File: src/rtl/unsag_serial.sv
// -----------------------------------------------------------------------------
// unsag_serial
//
// Bit-serial inverse Sheep-And-Goats stage. It takes a word produced by the
// combinational `sag` unit plus the control word that was used to produce it,
// and rebuilds the original data word, one bit per clock.
//
// The forward `sag` packs the data bits whose control bit is 1 at the low end
// of the result, in ascending order. It packs the data bits whose control bit
// is 0 at the high end, in reverse order: the lowest such bit lands in the MSB.
// This block walks the original bit positions i = 0..WIDTH-1 and fetches each
// bit back. Ones are taken from a pointer j that climbs from the bottom of the
// shuffled word. Zeros are taken from a pointer k that descends from the top.
//
// Handshake: a word moves across an interface only on a rising clock edge where
// that interface's valid and ready are both high. A producer holding valid
// keeps its payload stable until the transfer. out_valid never drops without
// out_ready. in_ready is high only in IDLE and is forced low while resetn is low.
//
// Ports:
//   clk        rising-edge clock
//   resetn     asynchronous active-low reset
//   in_valid   in_data/in_ctrl are valid
//   in_ready   block can accept a word (IDLE only)
//   in_data    SAG-shuffled word
//   in_ctrl    SAG control word originally applied
//   out_valid  out_data holds a finished result
//   out_ready  consumer accepts out_data
//   out_data   reconstructed original word (held until the next result)
//   busy       high in RUN or DONE
//   stateDbg   current FSM state (0 IDLE, 1 RUN, 2 DONE)
// -----------------------------------------------------------------------------
module unsag_serial #(
    parameter int WIDTH = 8,
    parameter int CW    = $clog2(WIDTH)
) (
    input  logic             clk,
    input  logic             resetn,
    input  logic             in_valid,
    output logic             in_ready,
    input  logic [WIDTH-1:0] in_data,
    input  logic [WIDTH-1:0] in_ctrl,
    output logic             out_valid,
    input  logic             out_ready,
    output logic [WIDTH-1:0] out_data,
    output logic             busy,
    output logic [1:0]       stateDbg
);

    typedef enum logic [1:0] {
        IDLE = 2'd0,
        RUN  = 2'd1,
        DONE = 2'd2
    } stateT;

    localparam logic [CW-1:0] LAST_IDX = CW'(WIDTH - 1);

    stateT            state;
    stateT            stateNext;
    logic [WIDTH-1:0] dReg;
    logic [WIDTH-1:0] cReg;
    logic [WIDTH-1:0] work;
    logic [WIDTH-1:0] workNext;
    logic [WIDTH-1:0] outDataReg;
    logic             outValidReg;
    logic [CW-1:0]    iIdx;
    logic [CW-1:0]    jIdx;
    logic [CW-1:0]    kIdx;
    logic             bitSel;
    logic             lastBit;

    // State register
    always_ff @(posedge clk or negedge resetn) begin
        if (!resetn) begin
            state <= IDLE;
        end else begin
            state <= stateNext;
        end
    end

    // Next-state logic
    always_comb begin
        stateNext = state;
        case (state)
            IDLE: if (in_valid) stateNext = RUN;
            RUN:  if (lastBit) stateNext = DONE;
            DONE: if (out_ready) stateNext = IDLE;
            default: stateNext = IDLE;
        endcase
    end

    // Bit fetch for the current position. On the last position j == k, so the
    // MSB control bit selects between two equal pointers and has no effect.
    always_comb begin
        bitSel   = cReg[iIdx] ? dReg[jIdx] : dReg[kIdx];
        lastBit  = (iIdx == LAST_IDX);
        workNext = work;
        workNext[iIdx] = bitSel;
    end

    // Datapath. The pointers are frozen on the last position so they never
    // wrap (an all-zero control word would otherwise take k below zero).
    always_ff @(posedge clk or negedge resetn) begin
        if (!resetn) begin
            dReg        <= '0;
            cReg        <= '0;
            work        <= '0;
            outDataReg  <= '0;
            outValidReg <= 1'b0;
            iIdx        <= '0;
            jIdx        <= '0;
            kIdx        <= LAST_IDX;
        end else begin
            case (state)
                IDLE: begin
                    if (in_valid) begin
                        dReg <= in_data;
                        cReg <= in_ctrl;
                        work <= '0;
                        iIdx <= '0;
                        jIdx <= '0;
                        kIdx <= LAST_IDX;
                    end
                end
                RUN: begin
                    work <= workNext;
                    if (lastBit) begin
                        outDataReg  <= workNext;
                        outValidReg <= 1'b1;
                    end else begin
                        iIdx <= iIdx + CW'(1);
                        if (cReg[iIdx]) begin
                            jIdx <= jIdx + CW'(1);
                        end else begin
                            kIdx <= kIdx - CW'(1);
                        end
                    end
                end
                DONE: begin
                    if (out_ready) begin
                        outValidReg <= 1'b0;
                    end
                end
                default: begin
                    outValidReg <= 1'b0;
                end
            endcase
        end
    end

    assign in_ready  = resetn && (state == IDLE);
    assign busy      = (state != IDLE);
    assign out_valid = outValidReg;
    assign out_data  = outDataReg;
    assign stateDbg  = state;

endmodule

File: config.mk
export PLATFORM = sky130hd
export DESIGN_NAME = unsag_serial
export DESIGN_NICKNAME = d
export VERILOG_FILES = /design/src/rtl/unsag_serial.sv
export SDC_FILE = /design/constraint.sdc
export NUM_CORES = 1
export LEC_CHECK = 0
export CAP_MARGIN = 20
export CORE_UTILIZATION = 40
export DETAILED_ROUTE_END_ITERATION = 12
export GPL_TIMING_DRIVEN = 0
export PLACE_DENSITY_LB_ADDON = 0.3
export SKIP_CTS_REPAIR_TIMING = 1
export SKIP_LAST_GASP = 1
export SYNTH_ARGS = -nofsm -noshare
export SYNTH_HDL_FRONTEND = slang
export SYNTH_SLANG_ARGS = --single-unit
File: constraint.sdc
create_clock -name clk -period 4.1 [get_ports clk]
set_clock_uncertainty 0.15 [all_clocks]
set_input_delay 1.23 -clock clk [delete_from_list [all_inputs] [get_ports clk]]
set_output_delay 1.23 -clock clk [all_outputs]
set_load 0.05 [all_outputs]
# Word-level counts from Yosys, hierarchy flattened
# Cells that the tools add are included.
# Widths: inputs -> output; s select.
op_classes:
  n_addsub: 3
  multipliers: 0
  n_div: 0
  order_cmp: 4
  eq_ne: 9
  n_shift: 0
  n_mux: 29
  n_bitwise: 1
  reduce_logical: 13
ops:
  columns: ["operator", "n"]
  rows:
  - ["$mux 3", 7]
  - ["$pmux 3 s2", 3]
  - ["$pmux 8 s2", 1]
  - ["$lt 3x4->1 const B", 3]
  - ["$ne 2x2->1 const B", 6]
  - ["$bmux 1 s3", 3]
  - ["$reduce_and 3->1", 3]
  - ["$bwmux 8", 1]
  - ["$mux 8", 1]
  - ["$reduce_and 4->1", 2]
  - ["$mux 1", 7]
  - ["$add 3x1->3 const B", 2]
  - ["$mux 2", 3]
  - ["$pmux 2 s3", 1]
  - ["$reduce_and 2->1", 3]
  - ["$reduce_bool 2->1", 2]
  - ["$demux 1 s3", 1]
  - ["$eq 3x3->1 const B", 1]
  - ["$ge 3x1->1 const B", 1]
  - ["$pmux 1 s3", 1]
  - ["$sub 3x1->3 const B", 1]
  - ["$eq 2x1->1 const B", 1]
  - ["$eq 2x2->1 const B", 1]
  - ["$logic_and 1x1->1", 2]
  - ["other kinds (2)", 2]
totals:
  reg_bits: 44
  latch_bits: 0
  ram_bits: 0
  mem_bits_ro: 0
  input_bits: 20
  output_inout_bits: 13
  word_cells: 68
  memories: 0

# Logic depth before layout (Yosys ltp)
# Gate-level depths: netlist (run 1).
depth:
  ltp_word: 6
  mapped_depth: 7
  mapped_depth_nobuf: 6

# Least setup slack after synthesis (run 1)
# OpenSTA, ideal clock, no wires.
synth_timing:
  path_type: "register to output"
  startpoint: "register state[1] (netlist: stateDbg[1])"
  endpoint: "output port in_ready"
  t_arrival_ps: 1946
  required_time_ps: 2720
  path_slack_ps: 774
  stages_incl_launch_ff: 4
  path_buffers: 1
  path_cell_list: "dfrtp_1 > clkbuf_1 > or2_2 > nor2_1"
synth_between:
  elab_chain_len: 2
synth_rtl:
  columns: ["element", "line_no", "text"]
  rows:
  - ["start: declaration", "58", "stateT state;"]
  - ["start signal: assignment", "77", "state <= stateNext;"]
  - ["$logic_not 2->1", "151", "assign in_ready = resetn && (state == IDLE);"]
  - ["$logic_and 1x1->1", "151", null]
  - ["end: declaration", "40", "output logic in_ready,"]
# No other way between the ends.

# Final worst setup path (run 1)
layout_timing:
  startpoint: "input port resetn"
  endpoint: "output port in_ready"
layout_between:
  elab_chain_len: 1
layout_rtl:
  columns: ["element", "line_no", "text"]
  rows:
  - ["start: declaration", "38", "input logic resetn,"]
  - ["$logic_and 1x1->1", "151", null]
# No other way between the ends.

==> Flow_metrics.wiki, run 1 <==
{| class="wikitable"
! Metric !! Value
|-
| Cell-by-cell trace of the critical path || buf_2 > buf_12 > inv_1 > nor2_1 > dlymetal6s2s_1
|-
| Share of the clock period used by the worst path after layout || 0.905
|-
| Most numerous cell in the Yosys netlist || sky130_fd_sc_hd__nand2_1
|-
| Antenna violations before repair || 0
|-
| Synth Register Bits || 44
|-
| GRT Util Overall || 0.176
|-
| Share of the synthesized area in the top cell type || 0.443
|-
| Mean cell area of the mapped netlist || 9.98 sq um
|-
| Final global-route overflow total || 0
|-
| Min-Delay Path Depth || 2
|-
| Critical path's slowest cell || sky130_fd_sc_hd__dlymetal6s2s_1
|-
| Library cell used as clock root buffer || sky130_fd_sc_hd__clkbuf_8
|-
| Core region area || 0.00554 sq mm
|-
| Met2 Usage GRT || 0.289
|-
| Initial DRT Pass Iterations || 4
|-
| Crit start category || input port
|-
| Achievable clock frequency || 0.269 GHz
|-
| Post-synthesis async set-or-reset flop share || 1.00
|-
| Most congested layer reported by global routing || met2
|-
| Worst setup slack for register-to-register paths || 1.64 ns
|-
| Synth Flop Type || sky130_fd_sc_hd__dfrtp_1
|-
| Cell types with the highest counts after synthesis || sky130_fd_sc_hd__nand2_1 (53), sky130_fd_sc_hd__dfrtp_1 (41), sky130_fd_sc_hd__clkbuf_1 (15)
|-
| Number of port buffers || 32
|-
| Fraction of final layout cells with drive strength greater than 1 || 0.120
|-
| Beginning of the worst hold path || cReg[2]
|-
| Top Ports || 33
|-
| Number of nets produced by synthesis || 256
|-
| Number of hold violations in the final report || 0
|-
| Antenna cells || 0
|-
| Layout filler cell count || 534
|-
| Number of global-route vias before repair || 1768
|-
| Cell accounting for the most synthesized area || sky130_fd_sc_hd__dfrtp_1
|-
| Total negative setup slack || 0 ns
|-
| Via density per instance || 5.22
|-
| Hold Crit Class || reg2reg
|-
| RR Startpoint || iIdx[0]
|-
| Row Count || 27
|-
| Largest net degree at the start of global routing || 34
|-
| Share of synthesized area occupied by flip-flops and latches || 0.477
|-
| Floorplan die width || 78.1 um
|-
| Highest net fanout along the worst path || 33
|-
| Met3 track utilization from global routing || 0.0372
|-
| Met1 usage in global routing || 0.230
|-
| Global-route wire length before repair || 8.40 mm
|-
| Routed length per instance || 14.1 um
|-
| FF-to-FF End || iIdx[0]
|-
| Layout-stage area growth over the synthesis result || 22.7%
|-
| Initial core utilization || 0.418
|-
| Setup repair after global routing missed its margin || false
|-
| Overall die area || 0.00609 sq mm
|-
| Slew at the pin closest to its max-slew limit || 0.753 ns
|-
| Clock tree buffer depth || 2
|-
| Leakage power || 1.26 nW
|-
| H-tree level count || 2
|-
| Die height || 78.1 um
|-
| Top post-synthesis cells by area || sky130_fd_sc_hd__dfrtp_1 (44%), sky130_fd_sc_hd__nand2_1 (8.6%), sky130_fd_sc_hd__mux4_2 (5.8%)
|-
| Crit path arrival time || 2.33 ns
|-
| Power per Cell Area || 825 mW/mm^2
|-
| Residual DRC || 0
|-
| Inserted Clock Buffers || 5
|-
| Worst-Skew Late Latency || 0.30 ns
|-
| Power, Total || 2.34 mW
|-
| Post-synthesis cell type count || 33
|-
| Placed wire-length estimate || 3.45 mm
|-
| Initial DRC Count || 96
|-
| Routability Congestion || 0.790
|-
| Crit end category || output pin
|-
| Slew Limit Headroom || 0.497
|-
| Clk slew on worst S/H paths || 0.08 ns
|-
| Area of the mapped netlist || 0.00231 sq mm
|-
| Synthesized instance count || 232
|-
| Final nets || 297
|-
| Destination of the worst hold path || cReg[2]
|-
| Total via count after detailed routing || 1806
|-
| Final antenna-violating net count || 0
|-
| Yosys warning count || 0
|-
| TritonCTS Sinks || 44
|-
| Worst supply voltage drop on vdd || 358 uV
|-
| Total of endpoints with negative setup slack in the final report || 0
|-
| Worst EP required || 2.72 ns
|-
| Number of enable-type register cells in the synthesized netlist || 0
|-
| Delay of the slowest cell on the worst path || 0.42 ns
|-
| Crit Path Category || in2out
|-
| Final hold slack || 0.324 ns
|-
| Number of violations of the max-capacitance limit || 0
|-
| Share of the core filled with cells in the final layout || 0.513
|-
| TritonCTS clock tree || built
|-
| Depth of the worst register-to-register path || 5
|-
| Minimum period implied by the final worst setup slack || 3.71 ns
|-
| Max-slew violation total from the final report || 0
|-
| Run status || finished clean
|-
| Sum of routed wire length over all layers || 4.86 mm
|}
[report_power, final]
| group | total (mW) | switching (mW) | leakage [nW] | internal [mW] |
|---|---|---|---|---|
| clock | 0.285 | 0.147 | 0.0455 | 0.138 |
| sequential | 0.741 | 0.118 | 0.556 | 0.623 |
| combinational | 1.32 | 0.759 | 0.663 | 0.557 |
[layout make-up]
type,instances,area [sq um],share of cell area
repair buffers,34,345,0.122
clock buffers,8,90.1,0.0317
flip-flops and latches,44,1100,0.389
inverters,4,15.0,0.00529
plain buffers,17,78.8,0.0278
well taps,72,90.1,0.0317
multi-input cells,167,1120,0.393
[through the flow]
step / instance area [sq um] / setup WS (ns) / cells
2_1_floorplan: 2310 / 0.774 / 232
3_3_place_gp: 2730 / -1.55 / 336
3_5_place_dp: 2750 / -0.0466 / 338
4_1_cts: 2840 / -0.0547 / 346
5_1_grt: 2840 / 0.265 / 346
6_report: 2840 / 0.389 / 346
[sequential cells by signal, indices dropped and copies added, names as in the netlist]
| name | cells |
|---|---|
| out_data | 8 |
| iIdx | 3 |
| jIdx | 3 |
| dReg | 8 |
| stateDbg | 2 |
| out_valid | 1 |
| kIdx | 3 |
| work | 8 |
| cReg | 8 |
[layer usage]
metal / routed length [um] / up-vias
li1: - / 900
met1: 2180 / 851
met2: 2360 / 49
met3: 268 / 6
met4: 59 / 0
met5: 0 / -
[cells by family after synthesis]
group,count (synthesis),synth area share
flops,44,0.477
compound gates,54,0.164
simple gates,93,0.190
buf+inv,21,0.0405
mux,16,0.106
fa+ha+maj,4,0.0216
[how the worst max path moves through the flow]
| stage | startpoint | end | slack, ns | cells after the start |
|---|---|---|---|---|
| 2_1_floorplan | stateDbg[1] | in_ready | 0.77 | 3 |
| 3_3_place_gp | resetn | in_ready | -1.55 | 4 |
| 3_5_place_dp | resetn | in_ready | -0.05 | 5 |
| 4_1_cts | resetn | in_ready | -0.05 | 5 |
| 5_1_grt | resetn | in_ready | 0.27 | 5 |
| 6_report | resetn | in_ready | 0.39 | 5 |
[layout by cell type (no fill, tap or decap), types with 2 or more instances in the layout]
master	count
sky130_fd_sc_hd__a21oi_1	10
sky130_fd_sc_hd__a22o_1	2
sky130_fd_sc_hd__a22oi_1	8
sky130_fd_sc_hd__a2bb2oi_1	2
sky130_fd_sc_hd__and3b_1	3
sky130_fd_sc_hd__buf_6	2
sky130_fd_sc_hd__clkbuf_1	17
sky130_fd_sc_hd__clkbuf_8	6
sky130_fd_sc_hd__clkdlybuf4s50_1	30
sky130_fd_sc_hd__dfrtp_1	41
sky130_fd_sc_hd__dfstp_2	3
sky130_fd_sc_hd__ha_1	4
sky130_fd_sc_hd__inv_1	4
sky130_fd_sc_hd__mux2_4	2
sky130_fd_sc_hd__mux2i_1	7
sky130_fd_sc_hd__mux4_2	6
sky130_fd_sc_hd__nand2_1	53
sky130_fd_sc_hd__nand2b_1	2
sky130_fd_sc_hd__nand3b_1	4
sky130_fd_sc_hd__nor2_1	14
sky130_fd_sc_hd__nor2b_1	2
sky130_fd_sc_hd__nor3b_1	5
sky130_fd_sc_hd__o21ai_0	14
sky130_fd_sc_hd__o31ai_1	10
sky130_fd_sc_hd__o31ai_2	6
sky130_fd_sc_hd__or3_1	2
sky130_fd_sc_hd__or3b_2	3
[worst max-delay path: cells and delay by family]
| family | cells | cell delay, ns |
|---|---|---|
| buf+inv | 4 | 1.01 |
| simple gates | 1 | 0.09 |
(Power assumes the default switching activity.)
==> run 2: changes to the inputs <==
--- a/config.mk
+++ b/config.mk
@@ -6,6 +6,7 @@
 export NUM_CORES = 1
 export LEC_CHECK = 0
 export CAP_MARGIN = 20
+export CORE_MARGIN = 1
 export CORE_UTILIZATION = 40
 export DETAILED_ROUTE_END_ITERATION = 12
 export GPL_TIMING_DRIVEN = 0
==> results of run 2 <==
The final DEF is identical to that of run 1; final timing and power are the same.
